--- config.mk ---
export PLATFORM = sky130hd
export DESIGN_NAME = fifo_wr_arbiter
export DESIGN_NICKNAME = d
export VERILOG_FILES = /design/src/rtl/fifo_arb_pkg.sv /design/src/rtl/rr_pick_comb.sv /design/src/rtl/fifo_wr_arbiter.sv
export SDC_FILE = /design/constraint.sdc
export NUM_CORES = 1
export LEC_CHECK = 0
export CORE_UTILIZATION = 36
export DETAILED_ROUTE_END_ITERATION = 12
export PLACE_DENSITY = 0.81
export SYNTH_ARGS = -nofsm -noshare
export SYNTH_HDL_FRONTEND = slang
export SYNTH_SLANG_ARGS = --single-unit
--- constraint.sdc ---
create_clock -name i_clk -period 2.6 [get_ports i_clk]
set_clock_uncertainty 0.1 [all_clocks]
set_input_delay 0.52 -clock i_clk [delete_from_list [all_inputs] [get_ports i_clk]]
set_output_delay 0.52 -clock i_clk [all_outputs]
set_load 0.02 [all_outputs]
--- src/rtl/fifo_arb_pkg.sv ---
// rtl/fifo_arb_pkg.sv - shared types and helpers for the FIFO write-port arbiter
// Purpose: arbiter state encoding, grant-index width helper and the
//          circular round-robin pick function used by rr_pick_comb.
// Ports:   none (package).
package fifo_arb_pkg;

  typedef enum logic {
    IDLE   = 1'b0,
    LOCKED = 1'b1
  } arb_state_t;

  // Widest requester vector the pick helper handles.
  localparam int MAX_REQ = 32;

  typedef struct packed {
    logic        found;
    logic [31:0] idx;
  } rr_pick_t;

  // Grant index width; a single requester still gets a 1-bit index.
  function automatic int gnt_w(input int n);
    return (n <= 1) ? 1 : $clog2(n);
  endfunction

  // First set bit of req scanning ptr, ptr+1, ... wrapping at n.
  // Offsets are walked from high to low so the smallest offset wins last.
  function automatic rr_pick_t rr_pick(input logic [MAX_REQ-1:0] req,
                                       input int ptr, input int n);
    rr_pick_t r;
    int       k;
    r = '0;
    for (int i = MAX_REQ - 1; i >= 0; i--) begin
      if (i < n) begin
        k = ptr + i;
        if (k >= n) k = k - n;
        if (req[k[4:0]]) begin
          r.found = 1'b1;
          r.idx   = k;
        end
      end
    end
    return r;
  endfunction

endpackage

--- src/rtl/rr_pick_comb.sv ---
// rtl/rr_pick_comb.sv - combinational circular priority encoder
// Purpose: pick the first asserted request at or after the round-robin pointer.
// Ports:   i_req  - request vector (NUM_REQ)
//          i_ptr  - round-robin start index (GNT_W)
//          o_idx  - selected index (GNT_W), 0 when nothing requested
//          o_any  - at least one request asserted
module rr_pick_comb
  import fifo_arb_pkg::*;
#(
  parameter int NUM_REQ = 4,
  parameter int GNT_W   = 2
) (
  input  logic [NUM_REQ-1:0] i_req,
  input  logic [GNT_W-1:0]   i_ptr,
  output logic [GNT_W-1:0]   o_idx,
  output logic               o_any
);

  logic [MAX_REQ-1:0] w_req_ext;
  rr_pick_t           w_pick;

  always_comb begin
    w_req_ext                = '0;
    w_req_ext[NUM_REQ-1:0]   = i_req;
  end

  assign w_pick = rr_pick(w_req_ext, int'(i_ptr), NUM_REQ);
  assign o_idx  = GNT_W'(w_pick.idx);
  assign o_any  = w_pick.found;

endmodule

--- src/rtl/fifo_wr_arbiter.sv ---
// rtl/fifo_wr_arbiter.sv - packet-aware round-robin arbiter for a FIFO write port
// Purpose: shares one FIFO write port among NUM_REQ requesters, holding the
//          grant for a whole packet (until an accepted beat with last set).
//          Optional macro FIFO_ARB_BURST_LIMIT_EN also releases the grant
//          after MAX_BURST accepted beats.
// Ports:   i_clk, i_rst      - write-domain clock, sync active-high reset
//          i_req_valid/last  - per-requester beat valid / end of packet
//          i_req_data        - packed beats, requester i at [i*DATA_WIDTH +: DATA_WIDTH]
//          o_req_ready       - per-requester beat accept
//          o_w_valid/o_w_data, i_w_ready - FIFO write port
//          o_gnt_id          - current grant holder, 0 when idle
//          o_busy            - grant held
module fifo_wr_arbiter
  import fifo_arb_pkg::*;
#(
  parameter int NUM_REQ    = 4,
  parameter int DATA_WIDTH = 8,
  parameter int MAX_BURST  = 8
) (
  input  logic                          i_clk,
  input  logic                          i_rst,
  input  logic [NUM_REQ-1:0]            i_req_valid,
  input  logic [NUM_REQ-1:0]            i_req_last,
  input  logic [NUM_REQ*DATA_WIDTH-1:0] i_req_data,
  output logic [NUM_REQ-1:0]            o_req_ready,
  output logic                          o_w_valid,
  output logic [DATA_WIDTH-1:0]         o_w_data,
  input  logic                          i_w_ready,
  output logic [gnt_w(NUM_REQ)-1:0]     o_gnt_id,
  output logic                          o_busy
);

  localparam int GNT_W = gnt_w(NUM_REQ);

  arb_state_t       r_state, w_state_nxt;
  logic [GNT_W-1:0] r_rr_ptr, r_gnt_id, w_pick_idx, w_ptr_nxt;
  logic             w_pick_any, w_accept, w_release, w_burst_hit;

  rr_pick_comb #(
    .NUM_REQ (NUM_REQ),
    .GNT_W   (GNT_W)
  ) u_pick (
    .i_req (i_req_valid),
    .i_ptr (r_rr_ptr),
    .o_idx (w_pick_idx),
    .o_any (w_pick_any)
  );

  assign w_accept  = (r_state == LOCKED) & i_req_valid[r_gnt_id] & i_w_ready;
  assign w_release = w_accept & (i_req_last[r_gnt_id] | w_burst_hit);
  assign w_ptr_nxt = (r_gnt_id == GNT_W'(NUM_REQ - 1)) ? '0 : r_gnt_id + GNT_W'(1);

`ifdef FIFO_ARB_BURST_LIMIT_EN
  localparam int BCW = $clog2(MAX_BURST) + 1;

  logic [BCW-1:0] r_beat_cnt, w_cnt_inc;

  assign w_cnt_inc   = r_beat_cnt + BCW'(1);
  // Release on the beat that brings the count up to MAX_BURST.
  assign w_burst_hit = (w_cnt_inc == BCW'(MAX_BURST));

  always_ff @(posedge i_clk) begin
    if (i_rst) begin
      r_beat_cnt <= '0;
    end else if (w_release) begin
      r_beat_cnt <= '0;
    end else if (w_accept) begin
      r_beat_cnt <= w_cnt_inc;
    end
  end
`else
  // Grants last until end of packet; MAX_BURST has no effect in this build.
  logic w_unused_max_burst;
  assign w_unused_max_burst = (MAX_BURST > 1);
  assign w_burst_hit        = 1'b0;
`endif

  always_comb begin
    w_state_nxt = r_state;
    o_req_ready = '0;
    o_w_valid   = 1'b0;
    o_w_data    = '0;
    case (r_state)
      IDLE: begin
        if (w_pick_any) w_state_nxt = LOCKED;
      end
      LOCKED: begin
        // Zero-latency passthrough from the grant holder to the FIFO.
        o_w_valid             = i_req_valid[r_gnt_id];
        o_w_data              = i_req_data[r_gnt_id*DATA_WIDTH +: DATA_WIDTH];
        o_req_ready[r_gnt_id] = i_w_ready;
        if (w_release) w_state_nxt = IDLE;
      end
      default: w_state_nxt = IDLE;
    endcase
  end

  always_ff @(posedge i_clk) begin
    if (i_rst) begin
      r_state  <= IDLE;
      r_rr_ptr <= '0;
      r_gnt_id <= '0;
    end else begin
      r_state <= w_state_nxt;
      if (r_state == IDLE && w_pick_any) begin
        r_gnt_id <= w_pick_idx;
      end else if (w_release) begin
        // gnt_id reads 0 whenever the arbiter is idle.
        r_gnt_id <= '0;
        r_rr_ptr <= w_ptr_nxt;
      end
    end
  end

  assign o_gnt_id = r_gnt_id;
  assign o_busy   = (r_state == LOCKED);

endmodule

; ---- After elaboration in Yosys (flattened, before gate mapping)
; Cells that the tools add are included.
[totals]
reg_bits = 5
input_bits = 43
out_inout_bits = 16
wordCells = 64
[classes]
addsub = 8
n_lt_le_gt_ge = 10
n_eq_ne = 1
n_shift = 1
n_mux = 31
n_bitwise = 6
reduce_logical = 4
[op_table]
columns = cell, count
row1 = $mux W33, 4
row2 = $mux W32, 4
row3 = $ge A32 B4 Y1 const B, 3
row4 = $sub A32 B4 Y32 const B, 3
row5 = $shiftx A32 B6 Y8, 1
row6 = $lt A5 B6 Y1 const B, 4
row7 = $bmux W1 S5, 4
row8 = $mux W1, 10
row9 = $mux W8, 1
row10 = $add A2 B2 Y3 const B, 2
row11 = $mux W2, 3
row12 = $and A4 B4 Y4, 1
row13 = $bmux W1 S2, 2
row14 = $mux W4, 1
row15 = $sub A2 B3 Y4 const B, 1
row16 = $add A2 B1 Y3 const B, 1
row17 = $and A1 B1 Y1, 3
row18 = $ge A2 B3 Y1 const B, 1
row19 = $lt A2 B3 Y1 const B, 1
row20 = $add A2 B1 Y2 const B, 1
row21 = $demux W1 S2, 1
row22 = $eq A2 B2 Y1 const B, 1
row23 = $ge A2 B1 Y1 const B, 1
row24 = $logic_and A1 B1 Y1, 2
row25 = other kinds (4), 5

; ---- Logic depth before layout (Yosys ltp)
[logic_depth]
ltp_word = 12
depth_mapped = 8
depth_no_buf = 7

; ---- By module
; Synthesis repeated with hierarchy kept, for this count alone.
[unflattened]
cells_unflattened = 98
area_unflattened_um2 = 968.4
[modules_own_cells]
columns = mod, n_inst, cells_each, area_each_um2, seq_area_each_um2
row1 = fifo_wr_arbiter, 1, 59, 650.6, 100.1
row2 = rr_pick_comb, 1, 39, 317.8, 0.0

; ---- Least setup slack after synthesis
; Ideal clock, no wire load.
[synth_path]
kind = register -> output
from = register r_gnt_id[0] (netlist: o_gnt_id[0])
to = output o_w_data[0]
arrival_time_ns = 1.619
t_required_ns = 1.980
slack_ns = 0.361
path_stages_with_launch = 4
path_buffers = 1
path_cell_list = dfxtp_1 -> buf_2 -> mux4_2 -> and2_1
[synth_between]
elab_chain_len = 2
[synth_lines]
columns = element, line_no
row1 = "start, declared", fifo_wr_arbiter.sv:36  ; logic [GNT_W-1:0] r_rr_ptr, r_gnt_id, w_pick_idx, w_ptr_nxt;
row2 = "start signal, assigned", fifo_wr_arbiter.sv:106  ; r_gnt_id <= w_pick_idx;
row3 = $shiftx A32 B6 Y8, fifo_wr_arbiter.sv:90  ; o_w_data = i_req_data[r_gnt_id*DATA_WIDTH +: DATA_WIDTH];
row4 = $mux W8, fifo_wr_arbiter.sv:83  ; case (r_state)
row5 = "end, declared", fifo_wr_arbiter.sv:27  ; output logic [DATA_WIDTH-1:0] o_w_data,
; Every way passes these cells.

; ---- Worst setup path after layout
[layout_path]
from = input i_req_valid[1]
to = output o_w_valid
[layout_between]
elab_chain_len = 3
[layout_lines]
columns = element, line_no
row1 = "start, declared", fifo_wr_arbiter.sv:22  ; input logic [NUM_REQ-1:0] i_req_valid,
row2 = $bmux W1 S2, fifo_wr_arbiter.sv:89  ; o_w_valid = i_req_valid[r_gnt_id];
row3 = $mux W1 (not written as such), fifo_wr_arbiter.sv:89
row4 = $mux W1, fifo_wr_arbiter.sv:83
row5 = "end, declared", fifo_wr_arbiter.sv:26  ; output logic o_w_valid,
; Every way passes these cells. The select of a mux whose other input is x is not followed.

==> flow_summary.toml <==
[run_status]
status = "finished clean"

[timing]
postLayoutSetupSlackWorst_ns = 0.0615
worst_slew_pin_slew_ns = 0.396
setup_viol = 0
max-slew-margin-rel_pct = 72.8
fin_crit_ns = 2.54
max_freq_mhz = 394
post-route-period-util_pct = 97.6
rsz0062_at_grt = "no"
hold_violations = 0
slew_violations = 0

[power]
peakVddDrop_uv = 334
power_density_mw_per_mm2 = 278
leakage_uw = 0.000634
total_power_uw = 436

[setup_path]
endpoint = "o_w_valid"
rr_worst_depth = 7
end_kind = "output pin"
crit_required_ns = 1.98
rr_startpoint = "r_rr_ptr[1]"
worstPathArrival_ns = 1.92
start_kind = "input pin"
setup.worst_path.start = "i_req_valid[1]"
cp_max_fo = 3
reg2reg_to = "o_gnt_id[0]"
rrSetupSlack_ns = 0.56
crit_type = "in -> out"

[floorplanning]
fp.dieW_um = 52.0
dieArea_mm2 = 0.00270
die_height_um = 52.0
rows = 17
start_util_pct = 39.5
design.core.area_mm2 = 0.00228
ios = 59

[hold_path]
whs_path_depth = 2
min_path_type = "reg -> reg"

[global_routing]
grt_max_degree = 16
grt_use_total_pct = 20.6
antenna_found_initial = 0
grt_overflow_total = 0
grt_pass1_vias = 940
grt_pass1_wl_um = 4150

[clock_network]
clk_pin_slew_worst_paths_ns = 0.04
cts-root-buf = "clkbuf_4"
clock_latency_ns = 0.24
tritoncts = "built"
clockBufferDepth = 2
cts_hold_buf = 0
cts_max_level = 1
clock_sinks = 5
cts_buffers = 3

[yosys]
synth.most_common_cell = "and2_1"
syn_inst = 90
yosys-top-cells-count = "11 x and2_1, 10 x mux4_2, 9 x ha_1"
synth_top_family_by_area = "multiplexers"
synthAdderAreaFrac_pct = 12.5
synth_xor_area_share_pct = 0
ys_seq_area_share_pct = 11.1
yosysTopAreaCellShare_pct = 25.0
synthMuxAreaShare_pct = 33.7
ys_ff_latch = 5
synth_area_leaders = "mux4_2 25%, ha_1 13%, dfxtp_1 11%"
synth_simple_gate_area_share_pct = 21.0
synth_flop_cell = "dfxtp_1"
synth_area_um2 = 900
syn_area_per_cell_um2 = 10.0
async_flop_share_pct = 0
ys_types = 35
synth_nets = 142
synth_edf_count = 0
synth_compound_area_share_pct = 14.6
synth_warnings = 0
yosys.area.top_type = "mux4_2"

[job]
cap_viol_max_count = 0

[detailed_routing]
wl_per_cell_um = 14.0
firstDrtPassIters = 4
via_per_inst = 5.26
finalWirelength_um = 2600
highest-signal-layer = "met3"
routed-wl-met2_um = 1390
via_count = 974
wl_met1_um = 1000
ant_nets = 0
remaining_drc_errors = 0
drtIter0Drc = 14
met3_length_um = 206

[cells_and_area]
insertedDiodeCount = 0
final_core_util_pct = 68.8
fillCellCount = 199
syn2layout_area_growth_pct = 74.0
nNetsFinal = 210
drive_above_1_share_pct = 18.5

[placement]
place_ws_ns = -0.197
dp_hpwl_um = 2140
io_buffer_count = 58
gp_congestion = 0.885
==> worst max-delay path, cell delays in order <==
cell and delay [ns]:
clkdlybuf4s50_1 0.45, mux4_2 0.49, and2_1 0.17, clkdlybuf4s15_1 0.28
==> power by group <==
part | total, µW | internal (µW) | switching (µW)
Sequential | 90.1 | 82.1 | 8.01
Clock | 89.7 | 58.0 | 31.6
Combinational | 256 | 153 | 103
==> layout by cell type (no fill, tap or decap), drive strengths merged, types with 5 or more instances in the layout <==
cell           synthesis  routed
inv                    6       6
and2                  11      11
clkdlybuf4s50          0      49
buf                    3      10
dfxtp                  5       5
dlygate4sd2            0       8
mux2i                  5       5
nor3                   5       5
ha                     9       9
mux4                  10      10
==> through the flow <==
stage | instances | area, µm² | hold slack [ns] | TNS, ns
final | 185 | 1570 | 0.430 | 0
after CTS | 184 | 1560 | 0.439 | 0
after detailed placement | 180 | 1540 | 0.436 | -0.934
after global placement | 180 | 1540 | 0.415 | -0.769
after global routing | 185 | 1570 | 0.480 | 0
after floorplan | 90 | 900 | 0.489 | 0
==> registers in the layout, summed over array words and instances, names as in the netlist <==
signal,flops
o_busy,1
r_rr_ptr,2
o_gnt_id,2
==> kinds of logic (layout without fill, tap and decap cells) <==
| logic type | after synthesis | in the layout |
|---|---|---|
| buffers and inverters | 11 | 78 |
| AND/OR/NAND/NOR | 32 | 32 |
| multiplexers | 16 | 16 |
| adder cells (fa/ha/maj) | 9 | 9 |
| flip-flops | 5 | 5 |
| AO/OA/AOI/OAI | 17 | 17 |
==> area by class of cell <==
class	instances	area, µm²	area share [%]
timing repair buffer	68	646	41.2
sequential	5	100	6.39
tap	28	35.0	2.24
clock buffer	4	26.3	1.68
multi-input combinational	74	736	47.0
inverter	6	22.5	1.44
==> how the worst min path moves through the flow <==
stage	start	end	slack, ns
detailed placement	r_rr_ptr[0]	r_rr_ptr[0]	0.44
floorplan	i_rst	o_gnt_id[1]	0.49
global placement	r_rr_ptr[0]	r_rr_ptr[0]	0.41
global route	r_rr_ptr[0]	r_rr_ptr[0]	0.48
finish	r_rr_ptr[0]	r_rr_ptr[0]	0.43
CTS	r_rr_ptr[0]	r_rr_ptr[0]	0.44
==> routing by layer <==
metal	up-vias	track usage [%]
li1	478	-
met2	40	39.5
met3	0	4.97
met1	456	23.6
met5	-	0
met4	0	1.35
==> repair_timing <==
| item | in CTS | in global routing |
|---|---|---|
| setup buffers | 0 | 1 |
| endpoints found under the setup margin | 9 | 1 |
| gates resized for setup | 9 | 1 |
Power figures use the tool's default switching activity.
